**config.mk**
```make
export PLATFORM = sky130hd
export DESIGN_NAME = half_adder
export DESIGN_NICKNAME = d
export VERILOG_FILES = /design/src/rtl/half_adder.sv
export SDC_FILE = /design/constraint.sdc
export NUM_CORES = 1
export LEC_CHECK = 0
export ABC_AREA = 0
export CORE_MARGIN = 2
export CORE_UTILIZATION = 38
export DETAILED_ROUTE_END_ITERATION = 10
export PLACE_DENSITY = 0.71
export SLEW_MARGIN = 5
export SYNTH_ARGS = -nofsm -noshare
export SYNTH_HDL_FRONTEND = slang
export SYNTH_SLANG_ARGS = --single-unit
```
**constraint.sdc**
```tcl
create_clock -name clk -period 1.3 [get_ports clk]
set_input_delay 0.195 -clock clk [delete_from_list [all_inputs] [get_ports clk]]
set_output_delay 0.195 -clock clk [all_outputs]
set_load 0.01 [all_outputs]
```
**src/rtl/half_adder.sv**
```systemverilog
// Registered WIDTH-lane half adder with a saturating carry-event counter.
// Define HALF_ADDER_PARITY_EN to add the registered sum_parity output.

module half_adder_lane (
   input  logic clk,
   input  logic rst_n,
   input  logic en,
   input  logic a,
   input  logic b,
   output logic sum,
   output logic carry
);

   always_ff @(posedge clk or negedge rst_n) begin
      if (!rst_n) begin
         sum   <= 1'b0;
         carry <= 1'b0;
      end else if (en) begin
         sum   <= a ^ b;
         carry <= a & b;
      end
   end

endmodule

module half_adder #(
   parameter int WIDTH = 1,
   parameter int CNT_W = 8
) (
   input  logic             clk,
   input  logic             rst_n,
   input  logic             in_valid,
   input  logic [WIDTH-1:0] a,
   input  logic [WIDTH-1:0] b,
   input  logic             clr_count,
   output logic             out_valid,
   output logic [WIDTH-1:0] sum,
   output logic [WIDTH-1:0] carry,
   output logic             carry_any,
   output logic [CNT_W-1:0] carry_count
`ifdef HALF_ADDER_PARITY_EN
   ,
   output logic             sum_parity
`endif
);

   localparam int STAGES = 1;

   typedef struct packed {
      logic [WIDTH-1:0] a;
      logic [WIDTH-1:0] b;
   } req_t;

   req_t              req;
   logic [STAGES:0]   vld_pipe;
   logic              carry_hit;
   logic [CNT_W-1:0]  cnt_max;

   assign req         = '{a: a, b: b};
   assign vld_pipe[0] = in_valid;
   assign cnt_max     = '1;
   // Gated by in_valid so X on idle operands never reaches the counter.
   assign carry_hit   = in_valid & (|(req.a & req.b));

   always_ff @(posedge clk or negedge rst_n) begin
      if (!rst_n) vld_pipe[STAGES:1] <= '0;
      else        vld_pipe[STAGES:1] <= vld_pipe[STAGES-1:0];
   end

   assign out_valid = vld_pipe[STAGES];

   for (genvar i = 0; i < WIDTH; i++) begin : g_lane
      half_adder_lane u_lane (
         .clk   (clk),
         .rst_n (rst_n),
         .en    (in_valid),
         .a     (req.a[i]),
         .b     (req.b[i]),
         .sum   (sum[i]),
         .carry (carry[i])
      );
   end

   always_ff @(posedge clk or negedge rst_n) begin
      if (!rst_n)        carry_any <= 1'b0;
      else if (in_valid) carry_any <= |(req.a & req.b);
   end

   // Clear has priority over a same-cycle increment.
   always_ff @(posedge clk or negedge rst_n) begin
      if (!rst_n)                                carry_count <= '0;
      else if (clr_count)                        carry_count <= '0;
      else if (carry_hit && carry_count != cnt_max) carry_count <= carry_count + 1'b1;
   end

`ifdef HALF_ADDER_PARITY_EN
   always_ff @(posedge clk or negedge rst_n) begin
      if (!rst_n)        sum_parity <= 1'b0;
      else if (in_valid) sum_parity <= ^(req.a ^ req.b);
   end
`endif

endmodule

```
==> impl_metrics.yaml <==
power_and_ir_drop:
  clkPwrFrac_pct: 34.3
  power_density_nw_per_um2: 741
  seqPwrFrac_pct: 52.7
  power.switching_w: 0.000162
  peakVddDrop_v: 0.000561
  p_sw_share_pct: 23.8
  internal_power_w: 0.000521
  p_leak_nw: 0.464
  p_comb_share_pct: 13.0
status:
  status: "complete, but fails checks"
  violations: "setup timing"
setup_path:
  crit_slowest_cell: "dfrtp_1"
  critical_path.max_stage_delay_ns: 0.41
  crit_end: "carry_count[5]"
  worstSetupPathDepth: 5
  critPathMaxFanout: 3
  endpoint_kind: "register"
  start_kind: "register"
  cp_data_arrival_time_ns: 1.56
  worstSetupStartpoint: "carry_count[1]"
  worstSetupPathType: "register to register"
  cp.required_ns: 1.50
  rr_worst_depth: 5
  critical-path-top-delay-family: "simple AND/OR/NAND/NOR gates"
  r2r-start: "carry_count[1]"
  reg2reg_to: "carry_count[5]"
  crit_buf_inv: 1
  rrSetupSlack_ns: -0.05
  cp_cell_sequence: "buf_4, and3_4, nand3_1, or3_1, a21oi_2"
yosys:
  ys_warn_count: 0
  synth_fp_nets: 59
  syn_area_per_cell_um2: 10.9
  synth_top_cell_by_area: "dfrtp_1"
  ys_seq_area_share_pct: 49.7
  synth_top_flop_cell: "dfrtp_1"
  yosysMostFrequentCell: "dfrtp_1"
  ys_ff_latch: 11
  ys_top_cells_by_area: "dfrtp_1 (50%), ha_1 (4.5%), nor2_1 (4.1%)"
  yosysTopAreaCellShare_pct: 49.7
  syn_inst: 51
  yosysUniqueCellTypes: 27
  synth_edf_count: 0
  synthArstFlopShare_pct: 100
  syn_area_um2: 554
  ys_top_cells_by_count: "dfrtp_1 (11), nor2_1 (6), o21ai_0 (3)"
clock_tree:
  insertion_delay_ns: 0.28
  hold_buffers: 0
  cts-root-buf: "clkbuf_4"
  cts_made_buffers: 3
  clock-sinks: 11
  clk_path_buf_depth: 2
  htree_levels: 1
  cts_tree: "yes"
  cts.clk_slew.worst_paths_ns: 0.06
sta:
  min_period_ns: 1.35
  max_clock_freq_ghz: 0.739
  hold_violations: 0
  fin_crit_sh_pct: 104
  slew_headroom_pct: 74.3
  setup_viol: 3
  finalClockSkew_ns: 0.000767
  final.setup.tns_ns: -0.121
  setup_ws_ns: -0.0523
  rsz0062_at_grt: "yes"
  worst_slew_pin_slew_ns: 0.385
  final_max_slew_viol_count: 0
cells_and_area:
  drive_gt1_share_pct: 37.6
  final_nets: 94
  area_delta_synth_final_pct: 66.4
  fin_util_pct: 69.1
  diodes: 0
min_path:
  hold_class: "input port to asynchronous set/reset pin"
grt:
  grt_pass1_wl_um: 2360
  gr-usage-all-layers_pct: 19.1
  grt_max_degree: 12
  grt_pass1_vias: 508
  overflow: 0
  antenna_found_initial: 0
die:
  die_h_um: 42.2
  placementRows: 13
  die_x_um: 42.2
  start_util_pct: 41.6
  dieArea_um2: 1780
  core_area_um2: 1330
  ios: 18
drt:
  drt-vias-per-instance: 5.04
  vias: 504
  dr.pass1.iters: 2
  routed_wl_um: 1420
  drc: 0
  drt_iter0_markers: 1
  ant_nets: 0
  routedWlPerCell_um: 14.2
run:
  cap_violations: 0
placed_design:
  numPortBuffers: 17
  globalplace.congestion: 0.762
  place_hpwl_um: 998
  dp_slack_ns: -0.343
state kept, by name (all words and copies together) (netlist names):
register           count
carry_any              1
carry_count            8
g_lane.u_lane.sum      1
out_valid              1
area by class of cell:
class,instances,area [µm²]
inverters,2,7.51
fillers,111,412
flip-flops and latches,11,275
repair buffers,32,272
multi-input cells,36,323
well taps,15,18.8
clock buffers,4,26.3
power by group through the flow:
stage	Clock [W]	Combinational [W]	Sequential, W
2_1_floorplan	0	0.0000241	0.000372
3_3_place_gp	0	0.0000922	0.000364
3_5_place_dp	0	0.0000937	0.000366
4_1_cts	0.000244	0.0000850	0.000358
5_1_grt	0.000261	0.0000999	0.000361
6_report	0.000234	0.0000892	0.000360
through the flow:
step / total power [W] / cells / area [µm²] / hold WS, ns
floorplan: 0.000396 / 51 / 562 / -0.101
global placement: 0.000457 / 93 / 830 / 0.469
detailed placement: 0.000459 / 93 / 830 / 0.484
CTS: 0.000688 / 99 / 865 / 0.205
global route: 0.000722 / 100 / 922 / 0.207
finish: 0.000683 / 100 / 922 / 0.207
cell usage in the layout, fill, tap and decap left out, types with 3 or more instances in the layout:
cell type	n
dfrtp_1	11
clkbuf_4	3
and3_4	3
nor2_1	6
o21ai_0	3
clkdlybuf4s50_1	4
buf_4	13
dlygate4sd2_1	11
worst min-delay path by stage:
stage | to | slack [ns] | cells after the start
global placement | g_lane[0].u_lane.sum | 0.47 | 1
floorplan | carry_any | -0.10 | 0
finish | carry_any | 0.21 | 2
detailed placement | g_lane[0].u_lane.sum | 0.48 | 1
CTS | carry_count[5] | 0.21 | 2
global route | out_valid | 0.21 | 2
timing repair:
item | 4_1_cts | 5_1_grt
gates resized for setup | 16 | 12
endpoints found under the setup margin | 19 | 9
pin swaps | 6 | 6
setup buffers | 2 | 1
routing by layer:
metal	track usage [%]	vias to the layer above	share of wire [%]
met3	7.76	5	5.3
met4	15.0	0	3.5
met1	18.7	233	38
met5	0	-	0
met2	31.4	13	53
li1	-	253	-
kinds of logic (layout without fill, tap and decap cells):
family | Yosys count | after routing | synth area share [%]
buf+inv | 4 | 38 | 3.39
compound gates | 12 | 12 | 15.3
flops | 11 | 11 | 49.7
simple gates | 18 | 18 | 20.1
fa+ha+maj | 2 | 2 | 4.51
xor+xnor | 2 | 2 | 3.16
mux | 2 | 2 | 3.84
Note: power is estimated with default switching activity, not from simulation.
